**src/rtl/osc_clk_ctrl.sv**
```systemverilog
// osc_clk_ctrl: settle gate plus round-robin shared clock-enable divider.
// Ports: CLK/RSTN, REQ[NREQ] in, DIV[DIV_W] in, GNT[NREQ]/TICK/STABLE/BUSY out.
module osc_clk_ctrl #(
  parameter int SETTLE_CYC = 1024,
  parameter int NREQ       = 4,
  parameter int DIV_W      = 8,
  parameter int QUANTUM    = 16
) (
  input  logic             CLK,
  input  logic             RSTN,
  input  logic [NREQ-1:0]  REQ,
  input  logic [DIV_W-1:0] DIV,
  output logic [NREQ-1:0]  GNT,
  output logic             TICK,
  output logic             STABLE,
  output logic             BUSY
);

  localparam int SW = (SETTLE_CYC > 1) ? $clog2(SETTLE_CYC) : 1;
  localparam int TW = $clog2(QUANTUM + 1);
  localparam int PW = (NREQ > 1) ? $clog2(NREQ) : 1;

  localparam logic [SW-1:0] S_LAST = SW'(SETTLE_CYC - 1);
  localparam logic [TW-1:0] Q_LAST = TW'(QUANTUM);
  localparam logic [PW-1:0] P_LAST = PW'(NREQ - 1);

  typedef enum logic [1:0] {SETTLE, IDLE, RUN} state_t;

  state_t            state;
  state_t            state_d;
  logic [SW-1:0]     scnt;
  logic [PW-1:0]     ptr;
  logic [PW-1:0]     win;
  logic [PW-1:0]     win_c;
  logic [DIV_W-1:0]  div_q;
  logic [DIV_W-1:0]  dcnt;
  logic [DIV_W-1:0]  dcnt_inc;
  logic [TW-1:0]     tcnt;
  logic              any_req;
  logic              settled;
  logic              tick_due;
  logic              rel;
  logic [NREQ-1:0]   gnt_d;
  logic              tick_d;
  logic              busy_d;

  function automatic logic [PW-1:0] rot(
    input logic [PW-1:0] p,
    input int            i
  );
    int j;
    j = int'(p) + i;
    if (j >= NREQ) j = j - NREQ;
    return PW'(j);
  endfunction

  assign any_req  = |REQ;
  assign settled  = (scnt == S_LAST);
  assign dcnt_inc = dcnt + 1'b1;
  assign tick_due = (dcnt_inc == div_q);
  // TICK high with tcnt==QUANTUM means the last tick of the grant is out now
  assign rel      = ~REQ[win] | (TICK & (tcnt == Q_LAST));

  // scan from farthest offset down so the nearest set bit at/after ptr wins
  always_comb begin
    win_c = ptr;
    for (int i = NREQ - 1; i >= 0; i--) begin
      if (REQ[rot(ptr, i)]) win_c = rot(ptr, i);
    end
  end

  always_comb begin
    state_d = state;
    unique case (state)
      SETTLE:  if (settled) state_d = IDLE;
      IDLE:    if (any_req) state_d = RUN;
      RUN:     if (rel) state_d = IDLE;
      default: state_d = SETTLE;
    endcase
  end

  always_comb begin
    gnt_d  = '0;
    tick_d = 1'b0;
    busy_d = 1'b0;
    unique case (state)
      IDLE: begin
        if (any_req) begin
          gnt_d  = NREQ'(1) << win_c;
          busy_d = 1'b1;
        end
      end
      RUN: begin
        if (!rel) begin
          gnt_d  = GNT;
          busy_d = 1'b1;
          tick_d = tick_due;
        end
      end
      default: ;
    endcase
  end

  always_ff @(posedge CLK or negedge RSTN) begin
    if (!RSTN) begin
      state  <= SETTLE;
      scnt   <= '0;
      ptr    <= '0;
      win    <= '0;
      div_q  <= '0;
      dcnt   <= '0;
      tcnt   <= '0;
      GNT    <= '0;
      TICK   <= 1'b0;
      BUSY   <= 1'b0;
      STABLE <= 1'b0;
    end else begin
      state  <= state_d;
      GNT    <= gnt_d;
      TICK   <= tick_d;
      BUSY   <= busy_d;
      STABLE <= (state_d != SETTLE);
      unique case (state)
        SETTLE: begin
          if (!settled) scnt <= scnt + 1'b1;
        end
        IDLE: begin
          if (any_req) begin
            win   <= win_c;
            div_q <= (DIV == '0) ? DIV_W'(1) : DIV;
            dcnt  <= '0;
            tcnt  <= '0;
          end
        end
        RUN: begin
          if (rel) begin
            ptr <= (win == P_LAST) ? '0 : win + 1'b1;
          end else if (tick_due) begin
            dcnt <= '0;
            tcnt <= tcnt + 1'b1;
          end else begin
            dcnt <= dcnt_inc;
          end
        end
        default: ;
      endcase
    end
  end

endmodule

```
**config.mk**
```make
export PLATFORM = sky130hd
export DESIGN_NAME = osc_clk_ctrl
export DESIGN_NICKNAME = d
export VERILOG_FILES = /design/src/rtl/osc_clk_ctrl.sv
export SDC_FILE = /design/constraint.sdc
export NUM_CORES = 1
export LEC_CHECK = 0
export BUFFER_PORTS_ARGS = -buffer_cell sky130_fd_sc_hd__buf_4
export CORE_ASPECT_RATIO = 0.6
export CORE_MARGIN = 5
export CORE_UTILIZATION = 30
export CTS_BUF_LIST = sky130_fd_sc_hd__clkbuf_16
export CTS_CLUSTER_DIAMETER = 60
export DETAILED_ROUTE_END_ITERATION = 10
export PLACE_DENSITY_LB_ADDON = 0.25
export SYNTH_ARGS = -nofsm -noshare
export SYNTH_HDL_FRONTEND = slang
export SYNTH_SLANG_ARGS = --single-unit
```
**constraint.sdc**
```tcl
create_clock -name CLK -period 3.2 [get_ports CLK]
set_input_delay 0.48 -clock CLK [delete_from_list [all_inputs] [get_ports CLK]]
set_output_delay 0.48 -clock CLK [all_outputs]
set_load 0.005 [all_outputs]
```
# Word level (Yosys, flattened, before mapping)
# Index checks and enable logic that the tools add are counted.
[totals]
regBits = 44
inputBits = 14
output_inout_bits = 7
elab_cells = 96
[classes]
addsub = 11
magnitude_cmp = 9
n_eq_ne = 10
shifts = 1
muxes = 40
bitwise = 4
reduce_logical = 10
[ops]
columns = ["cell", "count"]
rows = [
  ["8-bit 2-to-1 mux", 4],
  ["2-bit 2-to-1 mux", 12],
  ["8-bit case mux with 2 select lines", 1],
  ["2-bit by 3-bit less-than comparator with 1-bit output, second input constant", 5],
  ["5-bit 2-to-1 mux", 3],
  ["10-bit by 1-bit adder with 10-bit output, second input constant", 1],
  ["1-bit binary-select mux with 2-bit select", 5],
  ["10-bit == test, second input constant", 1],
  ["5-bit case mux with 2 select lines", 1],
  ["3-bit greater-or-equal comparator, second input constant", 3],
  ["1-bit 2-to-1 mux", 9],
  ["8-bit by 1-bit adder with 8-bit output, second input constant", 1],
  ["8-bit == test", 1],
  ["8-bit logical NOT", 1],
  ["4-bit 2-to-1 mux", 2],
  ["2-bit != test, second input constant", 4],
  ["4-bit case mux with 2 select lines", 1],
  ["2-bit by 1-bit subtractor with 2-bit output, second input constant", 4],
  ["2-bit by 2-bit adder with 3-bit output, second input constant", 2],
  ["2-bit case mux with 3 select lines", 1],
  ["2-bit AND reduction", 3],
  ["5-bit by 1-bit adder with 5-bit output, second input constant", 1],
  ["5-bit == test, second input constant", 1],
  ["2-bit == test, second input constant", 2],
  ["other kinds (14)", 16],
]

# Depth between registers and ports, before layout
[depth]
depth_word = 12
mapped_depth = 9
ltp_nobuf = 8

# Worst setup path after synthesis
# No wires, ideal clock.
[synth_path]
kind = "flip-flop to flip-flop"
startpoint = "register dcnt[0]"
endpoint = "register tcnt[3]"
setup_ns = 0.078
arrival_ns = 2.342
required_ns = 3.122
setup_slack_ns = 0.781
stages_incl_launch_ff = 8
path_buffers = 0
period_less_slack_ns = 2.419
cell_sequence = "dfrtp_1 ha_1 nand3_2 or3_4 a2111oi_4 a31oi_2 or4_1 a21oi_1"
[synth_via]
elab_chain_len = 4
[synth_lines]
columns = ["element", "line", "source"]
rows = [
  ["from (decl)", "36", "logic [DIV_W-1:0] dcnt;"],
  ["from (signal assigned)", "142", "dcnt <= dcnt_inc;"],
  ["8-bit by 1-bit adder with 8-bit output", "59", "assign dcnt_inc = dcnt + 1'b1;"],
  ["8-bit == test", "60", "assign tick_due = (dcnt_inc == div_q);"],
  ["2-bit != test (no source line)", "n/a", ""],
  ["4-bit AND reduction (no source line)", "n/a", ""],
  ["to (signal assigned)", "140", "tcnt <= tcnt + 1'b1;"],
  ["to (decl)", "38", "logic [TW-1:0] tcnt;"],
]
# Every way passes these cells.
# A chain may end at the register's enable or synchronous reset.

# Worst setup path in the final report
[layout_path]
startpoint = "register dcnt[0]"
endpoint = "register dcnt[6]"
[layout_via]
elab_chain_len = 5
[layout_lines]
columns = ["element", "line", "source"]
rows = [
  ["8-bit by 1-bit adder with 8-bit output *", "59", ""],
  ["8-bit == test", "60", ""],
  ["8-bit 2-to-1 mux *", "138", "end else if (tick_due) begin"],
  ["8-bit 2-to-1 mux *", "136", "if (rel) begin"],
  ["8-bit case mux with 2 select lines *", "123", "unique case (state)"],
]
# Every way passes the cells marked *; elsewhere a longest branch is shown, timed or not. The select of a mux whose other input is x is not followed.

==> metrics.txt <==
status finished clean; Synth Area in Simple Gates 17.44%; MaxCap Viol Count 0; placer congestion estimate 0.7624; syn nets roughly 260; clk buf depth 2; first-pass GRT wire length between 8000 and 9000 um; Die X 125.2 um; Mapped Cells ~240; full die area a little under 0.01 mm2; vias in the first global route 1695; P per Cell Area 391.0 mW/mm2; relative slew slack 27.71%; initial antenna violation count 0; Port Buffers 20; R2R Setup Slk 450 ps; CTS Sinks 44; Min-Delay Path Class input pin to async pin; post-route ant nets 0; unrepaired setup endpoints after global routing false; DP Worst Slack 483.5 ps; Hold Vio Cnt, Final 0; Adder-Cell Fraction of Synth Area 4.715%; hold_buf cts 0; Ys Warns 0; asr flop ratio synth 100.0%; crit end category flip-flop; Root Buffer clkbuf_16; Slew Limit Fails 0; syn avg cell area between 10 and 15 um2; peak supply drop 0.1486 mV; drt pass-1 iters 4; Post-CTS Setup Inserts 0; reg-to-reg endpoint dcnt[6]; pin count of the biggest net entering global routing 45; Final Skew 7.359 ps; CTS tree done; Setup violations, final 0; detailed-route wire length per cell 13.79 um; GR Overflow Total 0; Clock Latency Late Sink 290 ps; post-synthesis mux area share 6.129%; share of layout cells above drive strength 1 17.39%; FMAX approximately 360 MHz; Tot GR Track Use 10.77%; Most used DFF post-synth dfrtp_1; RR Startpoint dcnt[0]; hpwl dp ~3700 um; # fillers 812; layout net count 276; final wirelength between 4000 and 5000 um; num ports 21; Slew @ Worst Pin 1079 ps; CP Class flip-flop to flip-flop; LEAKAGE 1.181 nW; Tmin final roughly 2800 ps; final worst slack about 450 ps; Synth Cell Area 0.002389 mm2; Vias 1739; WP data required 3410 ps; post_cts resized 0; Die H 79.12 um; area grow syn2layout 15.61%; H-tree levels 2; core box area 0.007820 mm2; Worst Reg-to-Reg Cells 7; Synth Area in Compound Gates roughly 16%; Diodes inserted 0; Residual DRC 0; vias per cell 4.817; Crit Path Max Fanout 14; setup TNS 0 ps; clock slew at reported path FFs 60 ps; Row Count 25; post-synthesis sequential area ratio 46.10%; Post-synth EDFFs 0; final worst-path cycle share 85.94%; Worst Path Arrival 2960 ps; largest family of logic cells by synthesized area simple AND/OR/NAND/NOR gates; DRT iter0 DRCs 98; Netlist cell types 44; initial core utilization 30.54%; flops & latches, synth 44; Post-Synth XOR/XNOR Area 6.234%; number of buffers created by CTS 5; Worst setup SP type flip-flop
==> worst max-delay path by stage <==
| stage | start | endpoint | cells past startpoint | slack [ps] |
|---|---|---|---|---|
| after global placement | dcnt[0] | dcnt[3] | 7 | 500 |
| after global routing | dcnt[0] | dcnt[6] | 7 | 190 |
| final | dcnt[0] | dcnt[6] | 7 | 450 |
| after detailed placement | dcnt[0] | dcnt[6] | 7 | 480 |
| after floorplan | dcnt[0] | tcnt[3] | 7 | 780 |
| after CTS | dcnt[0] | dcnt[6] | 7 | 480 |
==> power breakdown <==
group | internal (mW) | switching [mW] | leakage [nW]
Combinational | 0.0161 | 0.0230 | 0.531
Sequential | 0.556 | 0 | 0.585
Clock | 0.280 | 0.205 | 0.0648
==> logic make-up after synthesis <==
logic type / after synthesis
simple gates: 80
compound gates: 54
flops: 44
buf+inv: 19
xor+xnor: 17
mux: 12
fa+ha+maj: 9
==> metal layers <==
metal / up-vias / track usage [%] / routed length (um)
li1: 878 / - / -
met1: 822 / 16.04 / 2679
met2: 35 / 14.58 / 1926
met3: 4 / 3.763 / 322
met4: 0 / 2.922 / 48
met5: - / 0 / 0
==> metrics by stage <==
stage	total power [mW]	cell area (um2)	hold WS, ps	cells	util (%)
2_1_floorplan	0.5763	2389	184.4	235	-
3_3_place_gp	0.6068	2629	459.7	354	33.62
3_5_place_dp	0.6066	2629	456.3	354	33.62
4_1_cts	1.098	2761	210.6	361	35.31
5_1_grt	1.126	2761	248.0	361	35.31
6_report	1.080	2761	196.1	361	35.31
==> cell usage in the layout, fill, tap and decap left out, types with 3 or more instances in the layout <==
master and count:
o21ai_0 10, inv_1 10, nor2b_1 5, nand2b_1 3
nand4_1 4, nand3_1 10, nor3_1 3, nor2_1 15
o31ai_1 6, xnor2_1 11, a21oi_1 12, nand2_1 21
xor2_1 6, mux2_2 11, buf_4 20, dfrtp_1 44
ha_1 9, a31oi_1 9, or4_1 3, and2_1 4
clkbuf_16 5
==> cells in the mapped netlist (2+ instances only) <==
master	n	area, um2
dfrtp_1	44	1101
nand2_1	21	78.83
nor2_1	15	56.30
a21oi_1	12	60.06
mux2_2	11	123.9
xnor2_1	11	96.34
inv_1	10	37.54
nand3_1	10	50.05
o21ai_0	10	50.05
a31oi_1	9	56.30
ha_1	9	112.6
clkbuf_1	6	22.52
o31ai_1	6	45.04
xor2_1	6	52.55
nor2b_1	5	31.28
and2_1	4	25.02
nand4_1	4	25.02
buf_4	3	22.52
nand2b_1	3	18.77
nor3_1	3	15.01
or4_1	3	22.52
a21boi_0	2	15.01
a21o_1	2	15.01
a31oi_2	2	25.02
a41oi_1	2	17.52
and3_1	2	12.51
and4_1	2	17.52
nor4_1	2	12.51
==> critical path, stage by stage, from the launching register on <==
cell,delay [ps]
dfrtp_1,450
ha_1,310
nand3_2,150
o21ai_0,330
a2111oi_4,150
a31oi_1,840
o21ai_0,240
a31oi_1,210
==> final cells by class <==
cell class                      instances  area, um2  area share, %
Inverter                               10      37.54          1.359
Sequential cell                        44       1101          39.87
Clock buffer                            5      125.1          4.531
Timing Repair Buffer                   20      150.1          5.437
Multi-Input combinational cell        172       1205          43.63
Tap cell                              108      135.1          4.894
Clock inverter                          2      7.507         0.2719
==> registers in the layout, indices dropped and copies added, names as in the netlist, 2 cells and up <==
register / flops
state: 2
ptr: 2
win: 2
dcnt: 8
GNT: 4
scnt: 10
tcnt: 5
div_q: 8
Note: power is estimated with default switching activity, not from simulation.
